<file path="src/rtl/ysyx_24080014_pkg.sv">
// Shared types and constants for the instruction fetch unit.
package ysyx_24080014_pkg;

    typedef enum logic [1:0] {
        S_ADDR,
        S_DATA,
        S_VALID,
        S_WAIT
    } ifu_state_t;

    localparam logic [31:0] DEFAULT_RESET_PC = 32'h8000_0000;
    localparam logic [1:0]  RESP_OKAY        = 2'b00;

endpackage

</file>
<file path="src/rtl/ysyx_24080014_if.sv">
// AXI4-Lite read-address and read-data channels used by the fetch unit.
interface ysyx_24080014_if;

    logic [31:0] araddr;
    logic        arvalid;
    logic        arready;
    logic [31:0] rdata;
    logic [1:0]  rresp;
    logic        rvalid;
    logic        rready;

    modport master (
        output araddr, arvalid, rready,
        input  arready, rdata, rresp, rvalid
    );

    modport slave (
        input  araddr, arvalid, rready,
        output arready, rdata, rresp, rvalid
    );

endinterface

</file>
<file path="src/rtl/ysyx_24080014_reg.sv">
// Write-enabled register with synchronous reset to a parameterised value.
module ysyx_24080014_reg #(
    parameter int unsigned        WIDTH     = 32,
    parameter logic [WIDTH-1:0]   RESET_VAL = '0
) (
    input  logic             clk,
    input  logic             rst,
    input  logic             we,
    input  logic [WIDTH-1:0] d,
    output logic [WIDTH-1:0] q
);

    always_ff @(posedge clk) begin
        if (rst) begin
            q <= RESET_VAL;
        end else if (we) begin
            q <= d;
        end
    end

endmodule

</file>
<file path="src/rtl/ysyx_24080014_ifu.sv">
// Instruction fetch unit: one outstanding AXI4-Lite read per retired instruction.
module ysyx_24080014_ifu
    import ysyx_24080014_pkg::*;
#(
    parameter logic [31:0] RESET_PC = DEFAULT_RESET_PC
) (
    input  logic        clk,
    input  logic        rst,
    input  logic [31:0] next_pc,
    input  logic        pc_update,
    output logic [31:0] pc,
    output logic [31:0] inst,
    output logic        inst_valid,
    input  logic        inst_ready,
    output logic        fetch_err,
    ysyx_24080014_if.master bus
);

    ifu_state_t  state;
    logic        misaligned;
    logic        pc_we;
    logic        inst_we;
    logic [31:0] inst_d;

    assign misaligned = (pc[1:0] != 2'b00);

    // Handshake outputs decode registered state only; rst gating keeps them low during reset.
    assign bus.arvalid = !rst && (state == S_ADDR) && !misaligned;
    assign bus.rready  = !rst && (state == S_DATA);
    assign inst_valid  = !rst && (state == S_VALID);
    assign bus.araddr  = pc;

    assign pc_we   = pc_update && (((state == S_VALID) && inst_ready) || (state == S_WAIT));
    assign inst_we = ((state == S_DATA) && bus.rvalid) || ((state == S_ADDR) && misaligned);
    assign inst_d  = (state == S_ADDR) ? '0 : bus.rdata;

    ysyx_24080014_reg #(.WIDTH(32), .RESET_VAL(RESET_PC)) u_pc_reg (
        .clk (clk),
        .rst (rst),
        .we  (pc_we),
        .d   (next_pc),
        .q   (pc)
    );

    ysyx_24080014_reg #(.WIDTH(32), .RESET_VAL(32'h0)) u_inst_reg (
        .clk (clk),
        .rst (rst),
        .we  (inst_we),
        .d   (inst_d),
        .q   (inst)
    );

    always_ff @(posedge clk) begin
        if (rst) begin
            state     <= S_ADDR;
            fetch_err <= 1'b0;
        end else begin
            case (state)
                S_ADDR: begin
                    // A misaligned PC never reaches the bus; report it as a faulted fetch.
                    if (misaligned) begin
                        state     <= S_VALID;
                        fetch_err <= 1'b1;
                    end else if (bus.arready) begin
                        state <= S_DATA;
                    end
                end
                S_DATA: begin
                    if (bus.rvalid) begin
                        fetch_err <= (bus.rresp != RESP_OKAY);
                        state     <= S_VALID;
                    end
                end
                S_VALID: begin
                    if (inst_ready) begin
                        state <= pc_update ? S_ADDR : S_WAIT;
                    end
                end
                S_WAIT: begin
                    if (pc_update) begin
                        state <= S_ADDR;
                    end
                end
                default: state <= S_ADDR;
            endcase
        end
    end

endmodule

</file>
<file path="src/flat_wrapper.sv">
// flat-port wrapper written by rule: the top's interface ports become plain ports
module ysyx_24080014_ifu_flat import ysyx_24080014_pkg::*;
#(
    parameter logic [31:0] RESET_PC = DEFAULT_RESET_PC
)
  (clk, rst, next_pc, pc_update, pc, inst, inst_valid, inst_ready, fetch_err, bus_araddr, bus_arvalid, bus_rready, bus_arready, bus_rdata, bus_rresp, bus_rvalid);
  ysyx_24080014_if bus_i ();
  input  logic clk;
  input  logic rst;
  input  logic [31:0] next_pc;
  input  logic pc_update;
  output logic [31:0] pc;
  output logic [31:0] inst;
  output logic inst_valid;
  input  logic inst_ready;
  output logic fetch_err;
  output wire logic [$bits(bus_i.araddr)-1:0] bus_araddr;
  output wire logic [$bits(bus_i.arvalid)-1:0] bus_arvalid;
  output wire logic [$bits(bus_i.rready)-1:0] bus_rready;
  input wire logic [$bits(bus_i.arready)-1:0] bus_arready;
  input wire logic [$bits(bus_i.rdata)-1:0] bus_rdata;
  input wire logic [$bits(bus_i.rresp)-1:0] bus_rresp;
  input wire logic [$bits(bus_i.rvalid)-1:0] bus_rvalid;
  assign bus_araddr = bus_i.araddr;
  assign bus_arvalid = bus_i.arvalid;
  assign bus_rready = bus_i.rready;
  assign bus_i.arready = bus_arready;
  assign bus_i.rdata = bus_rdata;
  assign bus_i.rresp = bus_rresp;
  assign bus_i.rvalid = bus_rvalid;
  ysyx_24080014_ifu #(.RESET_PC(RESET_PC)) u_core (.clk(clk), .rst(rst), .next_pc(next_pc), .pc_update(pc_update), .pc(pc), .inst(inst), .inst_valid(inst_valid), .inst_ready(inst_ready), .fetch_err(fetch_err), .bus(bus_i));
endmodule
</file>
<file path="config.mk">
export PLATFORM = sky130hd
export DESIGN_NAME = ysyx_24080014_ifu_flat
export DESIGN_NICKNAME = d
export VERILOG_FILES = /design/src/rtl/ysyx_24080014_pkg.sv /design/src/rtl/ysyx_24080014_if.sv /design/src/rtl/ysyx_24080014_reg.sv /design/src/rtl/ysyx_24080014_ifu.sv /design/src/flat_wrapper.sv
export SDC_FILE = /design/constraint.sdc
export NUM_CORES = 1
export LEC_CHECK = 0
export ABC_AREA = 1
export BUFFER_PORTS_ARGS = -buffer_cell sky130_fd_sc_hd__buf_4
export CAP_MARGIN = 20
export CORE_MARGIN = 1
export CORE_UTILIZATION = 35
export DETAILED_ROUTE_END_ITERATION = 12
export HOLD_SLACK_MARGIN = 0.08
export PLACE_DENSITY = 0.77
export SLEW_MARGIN = 10
export SYNTH_ARGS = -nofsm -noshare
export SYNTH_HDL_FRONTEND = slang
export SYNTH_SLANG_ARGS = --single-unit
</file>
<file path="constraint.sdc">
create_clock -name clk -period 2.95 [get_ports clk]
set_input_delay 0.4425 -clock clk [delete_from_list [all_inputs] [get_ports clk]]
set_output_delay 0.4425 -clock clk [all_outputs]
set_load 0.005 [all_outputs]
</file>
==> results of run 1 <==
-- power by group through the flow --
stage               logic, uW  registers [uW]  clock network (uW)
floorplan                 715            1190                   0
global placement         1040            1200                   0
detailed placement       1050            1200                   0
CTS                      1050            1190                 847
global route             1150            1210                 883
finish                   1040            1180                 829
-- sequential cells by signal, summed over array words and instances, names as in the netlist --
signal and count:
u_core.u_inst_reg.q 32, u_core.u_pc_reg.q 32, u_core.state 2, u_core.fetch_err 1
-- through the flow --
step           std cells  area (sq um)
2_1_floorplan        355          2770
5_1_grt              591          4010
6_report             591          4010
4_1_cts              591          4010
3_3_place_gp         575          3790
3_5_place_dp         575          3790
-- how the worst max path moves through the flow --
stage          depth (start not counted)                     to       startpoint  slack [ns]
3_5_place_dp                           7  u_core.u_pc_reg.q[31]       inst_ready        1.03
2_1_floorplan                          3            bus_arvalid              rst        1.55
5_1_grt                                6  u_core.u_pc_reg.q[31]  u_core.state[0]        0.83
4_1_cts                                6  u_core.u_pc_reg.q[31]  u_core.state[0]        1.08
6_report                               6  u_core.u_pc_reg.q[31]  u_core.state[0]        1.09
3_3_place_gp                           7  u_core.u_pc_reg.q[29]       inst_ready        1.07
-- routing by layer --
layer	global-route usage [%]	vias up	share of wire [%]
met5	0	-	0
met2	32.1	106	52
li1	-	1372	-
met4	8.99	0	1.9
met3	4.10	12	6.7
met1	18.1	1236	40
-- cells in the final DEF (no fill, tap or decap), drive strengths merged --
cell / synthesis / layout
bufinv: 0 / 2
clkbuf: 9 / 10
dfxtp: 67 / 67
nand2: 45 / 45
o21ai: 33 / 33
inv: 11 / 11
nor3: 2 / 2
nand3: 39 / 39
a21oi: 33 / 33
buf: 45 / 172
nor2: 71 / 71
clkinv: 0 / 3
clkinvlp: 0 / 1
-- Yosys cell counts, types with 4 or more instances --
master and n:
dfxtp_1 67, buf_4 32, nor2_1 69, buf_6 9, buf_2 4, o21ai_0 32
inv_1 8, nand2_1 43, a21oi_1 33, clkbuf_1 9, nand3_1 39
-- critical path, cell delays in order, from the launching register on --
cell and delay, ns:
dfxtp_1 0.42, inv_2 0.08, nand2_1 0.08, nand3_1 0.40, inv_2 0.59, nand2_1 0.11, nand3_1 0.09
-- cells by family after synthesis --
kind of cell | Yosys count | share of synthesized area, %
and+or+nand+nor | 157 | 23.7
AOI/OAI and AO/OA | 66 | 12.1
DFF | 67 | 48.4
buffers and inverters | 65 | 15.9
-- area by class of cell --
cell class | instances | share of cell area [%]
sequential | 67 | 33.4
tap | 102 | 3.18
multi-input combinational | 223 | 24.7
timing repair buffer | 172 | 32.2
clock inverter | 6 | 2.25
clock buffer | 10 | 3.18
inverter | 11 | 1.09
==> results.toml, run 1 <==
[cells_and_area]
diodes = 0
final_util_pct = 52.2
multi_input_area_sq_um = 990
layout.area.seq_sq_mm = 0.00134
synthToLayoutAreaGrowth_pct = 44.8
fin_nets = 556
fillers = 762
drive_gt1_share_pct = 39.9

[sta]
tightest_slew_ns = 0.965
hold_viol = 0
drv_slew = 0
final-setup-viol-count = 0
fmax_mhz = 538
skew_ns = 0.00955
max-slew-margin-rel_pct = 35.6
fin_tns_setup_ns = 0
rsz0062_at_grt = "no"
finalCritPeriodShare_pct = 63.0
period_needed_ns = 1.86
hold-worst-slack_ns = 0.326
fin_ws_ns = 1.09

[clock_network]
cts_max_level = 3
cts.clk_slew.worst_paths_ns = 0.07
clock-sinks = 67
hold_buffers = 0
post-cts-setup-buffers = 0
worstSkewPairLatency_ns = 0.33
cts_buffers = 9
clock-root-buffer = "clkbuf_8"
clk_path_buf_depth = 2
cts_tree = "done"
ctsResizeCount = 0

[global_routing]
grt_max_degree = 37
grt-ovfl-total = 0
grt_pass1_vias = 2488
grt_pass1_wl_mm = 11.3
grt_antenna_before_repair = 0
grtUsageTotal_pct = 17.3

[pwr]
p_sw_uw = 1040
clockPowerShare_pct = 27.1
internal_power_uw = 2020
comb_power_share_pct = 34.1
peakVddDrop_mv = 0.323
power_uw = 3050
swShare_pct = 33.9
seqPwrFrac_pct = 38.7
power_density_mw_per_mm2 = 762
leakage_uw = 0.00185

[min_path]
whs_path_depth = 3
hold_path_class = "in -> reg"
min-delay-start = "next_pc[31]"
whs_endpoint = "u_core.u_pc_reg.q[31]"

[worst_setup_path]
crit_type = "reg -> reg"
reg2reg_from = "u_core.state[0]"
arrival_ns = 2.11
startpoint_type = "flip-flop"
cp_data_required_time_ns = 3.20
reg2reg_to = "u_core.u_pc_reg.q[31]"
end_kind = "flip-flop"
crit_fanout = 32
worst_r2r_path_depth = 6
ff2ff_setup_slack_ns = 1.09

[job]
drv_cap = 0

[synthesis]
synth_cells = 355
synth_edf_count = 0
async_flop_share_pct = 0
ys_seq_elements = 67
syn_area_sq_mm = 0.00277
yosysTopAreaCell = "dfxtp_1"
yosys_warnings = 0
synth_nets = 427
synth_top_cell_area_share_pct = 48.4
syn_area_per_cell_sq_um = 7.80
synthFlopType = "dfxtp_1"
synthTopCellsByArea = "dfxtp_1, nor2_1, buf_4, nand3_1, a21oi_1"
synth.distinct_cells = 18
seq_area_frac_synth_pct = 48.4

[place]
place.gp.congestion = 0.745
dp_slack_ns = 1.03
dp_hpwl_mm = 5.31
numPortBuffers = 171

[floorplanning]
core.rowCount = 32
die_y_um = 91.0
core_sq_mm = 0.00769
die_x_um = 91.0
initial_core_util_pct = 36.0
die_area_sq_mm = 0.00827
pin_count = 172

[detailed_routing]
firstDrtPassIters = 5
dr_total_vias = 2726
ant_nets = 0
wirelength_mm = 7.29
viasPerCell = 4.61
wl_per_cell_um = 12.3
drt_drc_violations_left = 0
drt_iter0_markers = 107

[status]
status = "finished, final reports clean"
Power figures use the tool's default switching activity.
==> run 2: changes to the inputs <==
--- a/config.mk
+++ b/config.mk
@@ -12,7 +12,7 @@
 export CORE_UTILIZATION = 35
 export DETAILED_ROUTE_END_ITERATION = 12
 export HOLD_SLACK_MARGIN = 0.08
-export PLACE_DENSITY = 0.77
+export PLACE_DENSITY = 0.79
 export SLEW_MARGIN = 10
 export SYNTH_ARGS = -nofsm -noshare
 export SYNTH_HDL_FRONTEND = slang
==> constraint.sdc (replaced) <==
create_clock -name clk -period 1.5 [get_ports clk]
set_input_delay 0.225 -clock clk [delete_from_list [all_inputs] [get_ports clk]]
set_output_delay 0.225 -clock clk [all_outputs]
set_load 0.005 [all_outputs]
==> run 2 against run 1 <==
Compared with the run above: cell count increased by 1.4%; power increased by 93%; routed wire length increased by 0.23%; critical endpoint is now inst_valid; sequential share of layout area decreased by 0.40 points; setup slack got worse by 1.0 ns; via count increased by 2.7%; utilization increased by 0.88 points; clock skew about the same; clock power increased by 58%; flip-flop and latch count unchanged; critical path depth decreased by 3; largest cell class is now buffers; first-iteration DRC count decreased by 5.6%.
==> results.toml, run 2 (same netlist as run 1, synthesis figures left out) <==
[worst_setup_path]
startpoint_type = "flip-flop"
worst_r2r_path_depth = 6
end_kind = "primary output"
crit_fanout = 6
arrival_ns = 1.20
crit_type = "reg -> out"
cp_data_required_time_ns = 1.27

[place]
place.gp.congestion = 0.841
dp_hpwl_mm = 5.39
dpl_cell_area_sq_mm = 0.00386
numPortBuffers = 171

[floorplanning]
core.rowCount = 32
die_y_um = 91.0
initial_core_util_pct = 36.0
die_area_sq_mm = 0.00827
core_sq_mm = 0.00769
die_x_um = 91.0
pin_count = 172

[cells_and_area]
reg_top3 = "u_core.u_inst_reg.q x32, u_core.u_pc_reg.q x32, u_core.state x2"
fin_nets = 564
final_common_cell = "buf_4"
synthToLayoutAreaGrowth_pct = 47.2
diodes = 0
final_util_pct = 53.1
fillers = 753
drive_gt1_share_pct = 42.5
fin_area_sq_mm = 0.00408
final_cell_mix = "buf_4, nor2_1, dfxtp_1"

[sta]
skew_ns = 0.00919
fmax_mhz = 701
hold_viol = 0
max-slew-margin-rel_pct = 78.4
final-setup-viol-count = 0
fin_tns_setup_ns = 0
drv_slew = 0
finalCritPeriodShare_pct = 95.1
period_needed_ns = 1.43
rsz0062_at_grt = "yes"
tightest_slew_ns = 0.324

[clock_network]
cts_max_level = 3
worstSkewPairLatency_ns = 0.33
cts_tree = "done"
cts_buffers = 9
clk_path_buf_depth = 2
clock-root-buffer = "clkbuf_8"
cts.clk_slew.worst_paths_ns = 0.07
clock-sinks = 67
hold_buffers = 0

[pwr]
peakVddDrop_mv = 0.537
internal_power_uw = 3830
seqPwrFrac_pct = 39.7
leakage_uw = 0.00188
p_sw_uw = 2060
comb_power_share_pct = 38.2
clockPowerShare_pct = 22.2
swShare_pct = 35.0
power_density_mw_per_mm2 = 1440

[global_routing]
grt-ovfl-total = 0
grt_max_degree = 33
use_met1_pct = 19.4
met2_usage_pct = 31.2
grtUsageTotal_pct = 17.7
busiest_layer = "met2"
grt_pass1_vias = 2678
grt_pass1_wl_mm = 11.8
grt_antenna_before_repair = 0
grtUsageMet3_pct = 5.19

[detailed_routing]
firstDrtPassIters = 5
ant_nets = 0
wl_per_cell_um = 12.2
wirelength_mm = 7.31
drt_drc_violations_left = 0
drt_iter0_markers = 101
viasPerCell = 4.67
dr_total_vias = 2799

[min_path]
hold_path_class = "in -> reg"
whs_path_depth = 3

[status]
status = "finished, final reports clean"

[job]
drv_cap = 0
## run 2: cell types whose count changed in the layout (fill, tap and decap cells not counted), moves of 2 or more
cell	previous run	this run
buf_4	172	178
nor2_4	0	3
clkinv_2	1	3
bufinv_16	2	0
dfxtp_2	0	2
nor2_1	69	67
dfxtp_1	67	64
## run 2: worst max-delay path, stage by stage, from the launching register on
cell and delay [ns]:
dfxtp_2 0.43, inv_1 0.06, nor3_1 0.22, buf_4 0.17
## run 2: final timing paths
| check | from | slack [ns] | endpoint |
|---|---|---|---|
| worst min-delay path | next_pc[31] | 0.1 | u_core.u_pc_reg.q[31] |
| worst max register to register | u_core.state[1] | 0.17 | u_core.u_inst_reg.q[30] |
| worst max-delay path | u_core.state[1] | 0.07 | inst_valid |
| worst min register to register | u_core.u_inst_reg.q[8] | 0.47 | u_core.u_inst_reg.q[8] |
## run 2: per-layer routing
metal	share of wire, %	vias up
met3	8.6	15
met1	40	1270
li1	-	1390
met4	2.0	0
met2	50	124
met5	0	-
## run 2: final cells by class
class	instances	area, sq um	share of cell area, %
Timing Repair Buffer	180	1370	33.5
Sequential cell	67	1350	33.0
Multi-Input combinational cell	223	1010	24.8
Clock buffer	10	138	3.37
Tap cell	102	128	3.13
Inverter	11	46.3	1.13
Clock inverter	6	40.0	0.982
## run 2: metrics by stage
stage | setup slack (ns) | total power (uW) | hold WS [ns] | cells
2_1_floorplan | 0.327 | 3750 | 0.338 | 355
3_3_place_gp | 0.176 | 4480 | 0.429 | 582
3_5_place_dp | 0.117 | 4540 | 0.439 | 582
4_1_cts | -0.00401 | 5890 | 0.0805 | 598
5_1_grt | -0.00843 | 6340 | 0.0950 | 599
6_report | 0.0734 | 5890 | 0.0984 | 599
## run 2: power groups by stage
stage               combinational, uW  clock (uW)  sequential [uW]
finish                           2250        1310             2340
global route                     2500        1460             2380
CTS                              2200        1360             2320
detailed placement               2190           0             2350
global placement                 2140           0             2330
floorplan                        1410           0             2350
## run 2: repair_timing
| item | in CTS | in global routing |
|---|---|---|
| pin swaps | 0 | 2 |
| gates resized for setup | 3 | 11 |
| endpoints found under the setup margin | 2 | 10 |
| buffers inserted | 0 | 1 |
